--- src/rtl/pe_array_sequencer.sv ---
// Sequencer that clears, configures and runs a column of processing elements
// over their shared PE_inst/init/run control pins.
module pe_array_sequencer #(
    parameter int unsigned NUM_PE    = 4,
    parameter int unsigned INST_W    = 28,
    parameter int unsigned BUF_DEPTH = 16
) (
    input  logic                        clk,
    input  logic                        rst,
    input  logic                        start,
    input  logic [$clog2(BUF_DEPTH):0]  cfg_len,
    input  logic                        abort,
    input  logic                        stall,
    input  logic [INST_W-1:0]           inst_data,
    input  logic                        inst_valid,
    output logic                        inst_ready,
    output logic [INST_W-1:0]           pe_inst_o,
    output logic [NUM_PE-1:0]           init_o,
    output logic                        run_o,
    output logic                        pe_rst_o,
    output logic                        busy,
    output logic                        done,
    output logic                        err
);

    localparam int unsigned LEN_W    = $clog2(BUF_DEPTH) + 1;
    localparam int unsigned WORD_W   = (BUF_DEPTH > 1) ? $clog2(BUF_DEPTH) : 1;
    localparam int unsigned PE_IDX_W = (NUM_PE > 1) ? $clog2(NUM_PE) : 1;

    typedef enum logic [2:0] {
        S_IDLE  = 3'd0,
        S_CLEAR = 3'd1,
        S_LOAD  = 3'd2,
        S_RUN   = 3'd3,
        S_DRAIN = 3'd4
    } state_e;

    state_e                state_q, state_d;
    logic                  abort_q, abort_d;
    logic [LEN_W-1:0]      cfg_len_q, cfg_len_d;
    logic [PE_IDX_W-1:0]   pe_idx_q, pe_idx_d;
    logic [WORD_W-1:0]     word_idx_q, word_idx_d;
    logic [LEN_W-1:0]      run_cnt_q, run_cnt_d;
    logic [1:0]            drain_cnt_q, drain_cnt_d;

    logic [INST_W-1:0]     pe_inst_q, pe_inst_d;
    logic [NUM_PE-1:0]     init_q, init_d;
    logic                  run_q, run_d;
    logic                  pe_rst_q, pe_rst_d;
    logic                  busy_q, busy_d;
    logic                  done_q, done_d;
    logic                  err_q, err_d;
    logic                  inst_ready_q, inst_ready_d;

    logic                  beat_c;
    logic                  last_word_c;
    logic                  last_pe_c;
    logic                  len_ok_c;

    // Handshake and sequencing qualifiers.
    always_comb begin
        beat_c      = inst_valid & inst_ready_q;
        last_word_c = (LEN_W'(word_idx_q) == (cfg_len_q - LEN_W'(1)));
        last_pe_c   = (pe_idx_q == PE_IDX_W'(NUM_PE - 1));
        len_ok_c    = (cfg_len != '0) && (cfg_len <= LEN_W'(BUF_DEPTH));
    end

    // Next-state, counter and output decode; abort overrides everything but IDLE.
    always_comb begin
        state_d      = state_q;
        abort_d      = abort_q;
        cfg_len_d    = cfg_len_q;
        pe_idx_d     = pe_idx_q;
        word_idx_d   = word_idx_q;
        run_cnt_d    = run_cnt_q;
        drain_cnt_d  = drain_cnt_q;
        pe_inst_d    = '0;
        init_d       = '0;
        run_d        = 1'b0;
        done_d       = 1'b0;
        err_d        = 1'b0;

        case (state_q)
            S_IDLE: begin
                if (start) begin
                    if (len_ok_c) begin
                        cfg_len_d = cfg_len;
                        abort_d   = 1'b0;
                        state_d   = S_CLEAR;
                    end else begin
                        err_d = 1'b1;
                    end
                end
            end
            S_CLEAR: begin
                pe_idx_d    = '0;
                word_idx_d  = '0;
                run_cnt_d   = '0;
                drain_cnt_d = '0;
                abort_d     = 1'b0;
                state_d     = abort_q ? S_IDLE : S_LOAD;
            end
            S_LOAD: begin
                if (beat_c) begin
                    pe_inst_d         = inst_data;
                    init_d[pe_idx_q]  = 1'b1;
                    if (last_word_c) begin
                        word_idx_d = '0;
                        if (last_pe_c) begin
                            state_d = S_RUN;
                        end else begin
                            pe_idx_d = pe_idx_q + PE_IDX_W'(1);
                        end
                    end else begin
                        word_idx_d = word_idx_q + WORD_W'(1);
                    end
                end
            end
            S_RUN: begin
                if (!stall) begin
                    run_d     = 1'b1;
                    run_cnt_d = run_cnt_q + LEN_W'(1);
                    if ((run_cnt_q + LEN_W'(1)) == cfg_len_q) begin
                        state_d = S_DRAIN;
                    end
                end
            end
            S_DRAIN: begin
                if (drain_cnt_q == 2'd2) begin
                    drain_cnt_d = '0;
                    done_d      = 1'b1;
                    state_d     = S_IDLE;
                end else begin
                    drain_cnt_d = drain_cnt_q + 2'd1;
                end
            end
            default: begin
                state_d = S_IDLE;
            end
        endcase

        if (abort && (state_q != S_IDLE)) begin
            state_d    = S_CLEAR;
            abort_d    = 1'b1;
            pe_idx_d   = pe_idx_q;
            word_idx_d = word_idx_q;
            run_cnt_d  = run_cnt_q;
            pe_inst_d  = '0;
            init_d     = '0;
            run_d      = 1'b0;
            done_d     = 1'b0;
        end

        pe_rst_d     = (state_d == S_CLEAR);
        busy_d       = (state_d != S_IDLE);
        inst_ready_d = (state_d == S_LOAD);
    end

    // State and output registers with synchronous active-low reset.
    always_ff @(posedge clk) begin
        if (!rst) begin
            state_q      <= S_IDLE;
            abort_q      <= 1'b0;
            cfg_len_q    <= '0;
            pe_idx_q     <= '0;
            word_idx_q   <= '0;
            run_cnt_q    <= '0;
            drain_cnt_q  <= '0;
            pe_inst_q    <= '0;
            init_q       <= '0;
            run_q        <= 1'b0;
            pe_rst_q     <= 1'b1;
            busy_q       <= 1'b0;
            done_q       <= 1'b0;
            err_q        <= 1'b0;
            inst_ready_q <= 1'b0;
        end else begin
            state_q      <= state_d;
            abort_q      <= abort_d;
            cfg_len_q    <= cfg_len_d;
            pe_idx_q     <= pe_idx_d;
            word_idx_q   <= word_idx_d;
            run_cnt_q    <= run_cnt_d;
            drain_cnt_q  <= drain_cnt_d;
            pe_inst_q    <= pe_inst_d;
            init_q       <= init_d;
            run_q        <= run_d;
            pe_rst_q     <= pe_rst_d;
            busy_q       <= busy_d;
            done_q       <= done_d;
            err_q        <= err_d;
            inst_ready_q <= inst_ready_d;
        end
    end

    // Output ports.
    always_comb begin
        inst_ready = inst_ready_q;
        pe_inst_o  = pe_inst_q;
        init_o     = init_q;
        run_o      = run_q;
        pe_rst_o   = pe_rst_q;
        busy       = busy_q;
        done       = done_q;
        err        = err_q;
    end

endmodule
--- config.mk ---
export PLATFORM = sky130hd
export DESIGN_NAME = pe_array_sequencer
export DESIGN_NICKNAME = d
export VERILOG_FILES = /design/src/rtl/pe_array_sequencer.sv
export SDC_FILE = /design/constraint.sdc
export NUM_CORES = 1
export LEC_CHECK = 0
export CAP_MARGIN = 0
export CORE_MARGIN = 10
export CORE_UTILIZATION = 45
export CTS_BUF_LIST = sky130_fd_sc_hd__clkbuf_4 sky130_fd_sc_hd__clkbuf_8
export CTS_CLUSTER_SIZE = 40
export DETAILED_ROUTE_END_ITERATION = 8
export GPL_ROUTABILITY_DRIVEN = 0
export PLACE_DENSITY_LB_ADDON = 0.3
export SETUP_SLACK_MARGIN = 0.4
export SLEW_MARGIN = 20
export SYNTH_ARGS = -nofsm -noshare
export SYNTH_HDL_FRONTEND = slang
export SYNTH_SLANG_ARGS = --single-unit
--- constraint.sdc ---
create_clock -name clk -period 2.7 [get_ports clk]
set_input_delay 0.54 -clock clk [delete_from_list [all_inputs] [get_ports clk]]
set_output_delay 0.54 -clock clk [all_outputs]
set_load 0.05 [all_outputs]
Yosys cells after proc, flatten, opt, wreduce, memory -nomap -nowiden. Index checks and enable logic that the tools add are counted.

Flip-flop bits (word level): 60. Bits of input ports: 39. Logic and storage cells: 97.

Add/subtract/negate cells: 5. Magnitude comparators: 3. Equality and inequality tests: 16. Mux-type cells: 31. Bitwise gates (word level): 7. Reduce and logical (&&, ||, !) cells: 20.

Operators with widths (count): $mux W3 (9); $pmux W3 S5 (1); $reduce_and A3 Y1 (5); $mux W2 (5); $pmux W5 S2 (1); $eq A3 B2 Y1 const B (3); $reduce_bool A3 Y1 (3); $mux W4 (2); $ne A2 B2 Y1 const B (4); $pmux W2 S2 (2); $pmux W4 S2 (1); $mux W1 (7); $eq A3 B1 Y1 const B (2); $ne A3 B3 Y1 const B (2); $not A1 Y1 (6); $reduce_bool A2 Y1 (3); $reduce_or A3 Y1 (2); $add A5 B1 Y5 const B (1); $eq A4 B5 Y1 (1); $eq A5 B5 Y1 (1); $le A5 B5 Y1 const B (1); $mux W5 (1); $reduce_and A5 Y1 (1); $reduce_bool A5 Y1 (1); 13 further kinds (17).

Longest topological paths before layout.
Depth in word-level cells: 7. Mapped depth: 7.

Worst setup path before layout. OpenSTA, ideal clock, no wires.

Path type: reg-to-reg. From: register cfg_len_q[0]. To: register inst_ready_q, in the netlist inst_ready. Arrival time: 1.774 ns. Path slack: 0.810 ns. Stages on the path, launching flop included: 8. Buffers on the path: 0. Clock period less this slack: 1.890 ns. Cells stage by stage: dfxtp_1 -> inv_1 -> ha_1 -> o21ba_1 -> a221oi_2 -> o2111ai_1 -> o31a_1 -> and3_1.

Cells in the longest elaborated chain, start to end: 7. Elaborated cells between the ends (all ways): 10. Those cells by class: add/sub: 1; eq/ne: 3; mux: 6.

Ends and longest elaborated chain: start: declaration (line 40) `logic [LEN_W-1:0] cfg_len_q, cfg_len_d;`; start signal: assignment (line 180) `cfg_len_q <= cfg_len_d;`; $sub A5 B1 Y5 (line 63) `last_word_c = (LEN_W'(word_idx_q) == (cfg_len_q - LEN_W'(1)));`; $eq A4 B5 Y1 (line 63); $mux W3 (line 107) `if (last_word_c) begin`; $mux W3 (line 104) `if (beat_c) begin`; $pmux W3 S5 * (line 83) `case (state_q)`; $mux W3 * (line 142) `if (abort && (state_q != S_IDLE)) begin`; $eq A3 B2 Y1 * (line 156) `inst_ready_d = (state_d == S_LOAD);`; end signal: assignment (line 192) `inst_ready_q <= inst_ready_d;`; end: declaration (line 53) `logic inst_ready_q, inst_ready_d;`.

Every way passes the cells marked *; elsewhere a longest branch is shown, timed or not. A chain may end at the register's enable or synchronous reset.

Final worst setup path. Ends and elaborated chain as after synthesis.

==> metrics.md <==
| Metric | Value |
|---|---|
| CP startpoint kind | flip-flop |
| Setup crit end | inst_ready |
| Synth unique cells | 43 |
| Number of flops mapped to enable cells by yosys | 0 |
| Global-route wire length before repair | 9.47 mm |
| Wire per inst | 14.3 um |
| CTS root buffer | clkbuf_8 |
| Actual slew at the worst max-slew pin | between 500 and 600 ps |
| Cell with the most instances after synthesis | dfxtp_1 |
| Die height | 93.2 um |
| CP Capture Type | flip-flop |
| Met3 global-route usage | 5.28% |
| Vias in the first global route | 1949 |
| Main synth FF type | dfxtp_1 |
| Longest Clk Path Bufs | 2 |
| RSZ-0062 raised after global routing | no |
| Die extent in x | roughly 93 um |
| Top-area cell type share of the netlist area | 49.8% |
| Crit path buf inv count | 1 |
| Slowest stage cell, crit path | dfxtp_1 |
| Hold Crit Class | flip-flop to flip-flop |
| Post-Syn Nets | 299 |
| Max-cap viol count | 0 |
| Initial DRC count | 98 |
| Clock Sinks | 60 |
| CP peak stage delay | ~440 ps |
| Clock Latency Late Sink | around 330 ps |
| Grt ovf | 0 |
| Ys async rst share | 0% |
| Post-CTS Setup Repair Bufs | 0 |
| Setup tns final | 0 ps |
| Initial core utilization | 46.9% |
| Fin crit share | 79.9% |
| Met1 global-route usage | 17.1% |
| Synth area leaders | dfxtp_1, and2_1, ha_1, nor2_1, xnor2_1 |
| Run status | finished, final reports clean |
| Final HPWL DP | 4.47 mm |
| Placed insts | 393 |
| Cell taking the most area after synthesis | dfxtp_1 |
| Largest net degree at the start of global routing | 32 |
| First-pass DRT Iterations | 4 |
| FF-to-FF End | inst_ready |
| Final Non-Filler Cells | slightly above 400 |
| Internal reg-to-reg setup slack | 540 ps |
| Final Max Tran Viols | 0 |
| Pwr dens | roughly 550 nW/um^2 |
| Setup crit start | cfg_len_q[0] |
| Crit path max-delay family | compound AO/OA/AOI/OAI gates |
| Site Rows | 26 |
| Crit. path cell count | 7 |
| Core area | 5140 um^2 |
| Worst EP required | 2920 ps |
| PortBufs | 76 |
| Hold buffers post-CTS | 0 |
| Remaining DRCs | 0 |
| Total GRT Usage | 13.6% |
| Leakage | 1.31 nW |
| PostCTS Resize Cnt | 0 |
| Worst path cell trace | inv_1 -> ha_1 -> o21ba_1 -> a221oi_2 -> o2111ai_2 -> o31a_1 -> and3_1 |
| CTS tree | built |
| Clock skew | 8.45 ps |
| Routed vias/inst | 4.91 |
| Routing usage on met2 | 20.7% |
| Final hold violation count | 0 |
| Seq cells post-synth | 60 |
| P&R area growth vs syn | 43.1% |
| Post-Syn Area | 2410 um^2 |
| Clock-pin slew on the worst setup and hold paths | 70 ps |
| Final WL | around 5.9 mm |
| Nets@finish | 380 |
| Path depth of the worst reg2reg path | 7 |
| Worst slew margin | approximately 64% |
| Commonest cells in the netlist | dfxtp_1, and2_1, nor2_1, nand2_1, nor3_1 |
| Sequential area share after synthesis | 49.8% |
| Worst VDD drop | 0.383 mV |
| Cell count after synthesis | 253 |
| CP max FO | 5 |
| # setup viols final | 0 |
| # IOs | 77 |
| Synth warnings | 0 |
| FF-to-FF Start | cfg_len_q[0] |
| Tmin final | 2160 ps |
| CTS Buf Count | 9 |
| CP arrival | 2380 ps |
| Antenna Cells | 0 |
| Post-DRT Antenna Nets | 0 |
| Layout cells sized above 1 | 7.37% |
| Via count | roughly 2000 |
| Fmax | 0.463 GHz |
| Initial antenna violation count | 0 |
| WS Path Type | flip-flop to flip-flop |
| GR peak layer | met2 |
| H-tree levels | 3 |
| Avg Inst Size Synth | 9.53 um^2 |
| Fillers | about 430 |
| Die area | 8690 um^2 |
worst min-delay path, cell delays in order (launching register included):
cell	delay (ps)
dfxtp_1	330
nand3_1	110
nor3_1	60
logic make-up (layout without fill, tap and decap cells):
kind of cell | count (synthesis) | in the layout | synth area share [%]
DFF | 60 | 60 | 49.8
muxes | 6 | 6 | 2.49
buffers and inverters | 19 | 105 | 3.06
adders and majority gates | 7 | 7 | 3.63
and+or+nand+nor | 111 | 111 | 25.6
xor gates and xnor gates | 14 | 14 | 5.09
AOI/OAI and AO/OA | 36 | 36 | 10.3
metrics by stage:
| stage | cell area, um^2 | hold slack (ps) | total power, mW | utilization (%) | setup WS (ps) |
|---|---|---|---|---|---|
| floorplan | 2410 | 497 | 1.02 | - | 810 |
| global route | 3450 | 568 | 1.97 | 67.1 | 397 |
| CTS | 3440 | 535 | 1.91 | 67.0 | 494 |
| global placement | 3250 | 526 | 1.10 | 63.1 | 385 |
| finish | 3450 | 539 | 1.88 | 67.1 | 542 |
| detailed placement | 3250 | 530 | 1.10 | 63.1 | 291 |
power breakdown:
group          internal [mW]  switching, mW
combinational         0.0950         0.0792
clock                  0.428          0.368
sequential             0.897         0.0159
total                   1.42          0.464
area by class of cell:
class                           count  area [um^2]  area share (%)
Clock buffer                        9          124            3.59
Sequential cell                    60         1200            34.8
Timing Repair Buffer               79          783            22.7
Tap cell                           70         87.6            2.54
Inverter                           10         37.5            1.09
Multi-Input combinational cell    174         1140            33.1
Clock inverter                      7         75.1            2.18
per-layer routing:
layer	share of wire, %	vias to the layer above	wire [um]
li1	-	1019	-
met1	46	913	2690
met2	46	71	2710
met3	6.7	6	392
met4	1.2	0	71
met5	0	-	0
placed cells by master (no fill, tap or decap), types with 2 or more instances in the layout:
cell type	instances
mux2i_1	6
clkinvlp_4	3
o31a_1	3
nor2b_1	3
nand2_1	11
clkdlybuf4s50_1	76
nand2b_1	8
dfxtp_1	60
ha_1	7
o22a_1	2
xnor2_1	7
inv_1	9
nand3_1	8
nor4_1	4
a21oi_1	7
o31ai_1	2
nand3b_1	2
nor2_1	18
xor2_1	7
and2_1	37
buf_4	3
o21ai_0	10
nor3_1	11
clkbuf_8	9
a31oi_1	2
flip-flops by register name (all words and copies together) (netlist names):
signal / cells
abort_q: 1
busy: 1
cfg_len_q: 5
done: 1
drain_cnt_q: 2
err: 1
init_o: 4
inst_ready: 1
pe_idx_q: 2
pe_inst_o: 28
pe_rst_o: 1
run_cnt_q: 5
run_o: 1
state_q: 3
word_idx_q: 4
how the worst min path moves through the flow:
stage          depth (start not counted)        end      startpoint  slack, ps
2_1_floorplan                          2       done  drain_cnt_q[1]        500
3_3_place_gp                           2  init_o[3]      inst_ready        530
3_5_place_dp                           2  init_o[3]      inst_ready        530
4_1_cts                                2  init_o[3]      inst_ready        540
5_1_grt                                2  init_o[3]      inst_ready        570
6_report                               2  init_o[3]      inst_ready        540
No activity file was read; power rests on OpenSTA's default activity.
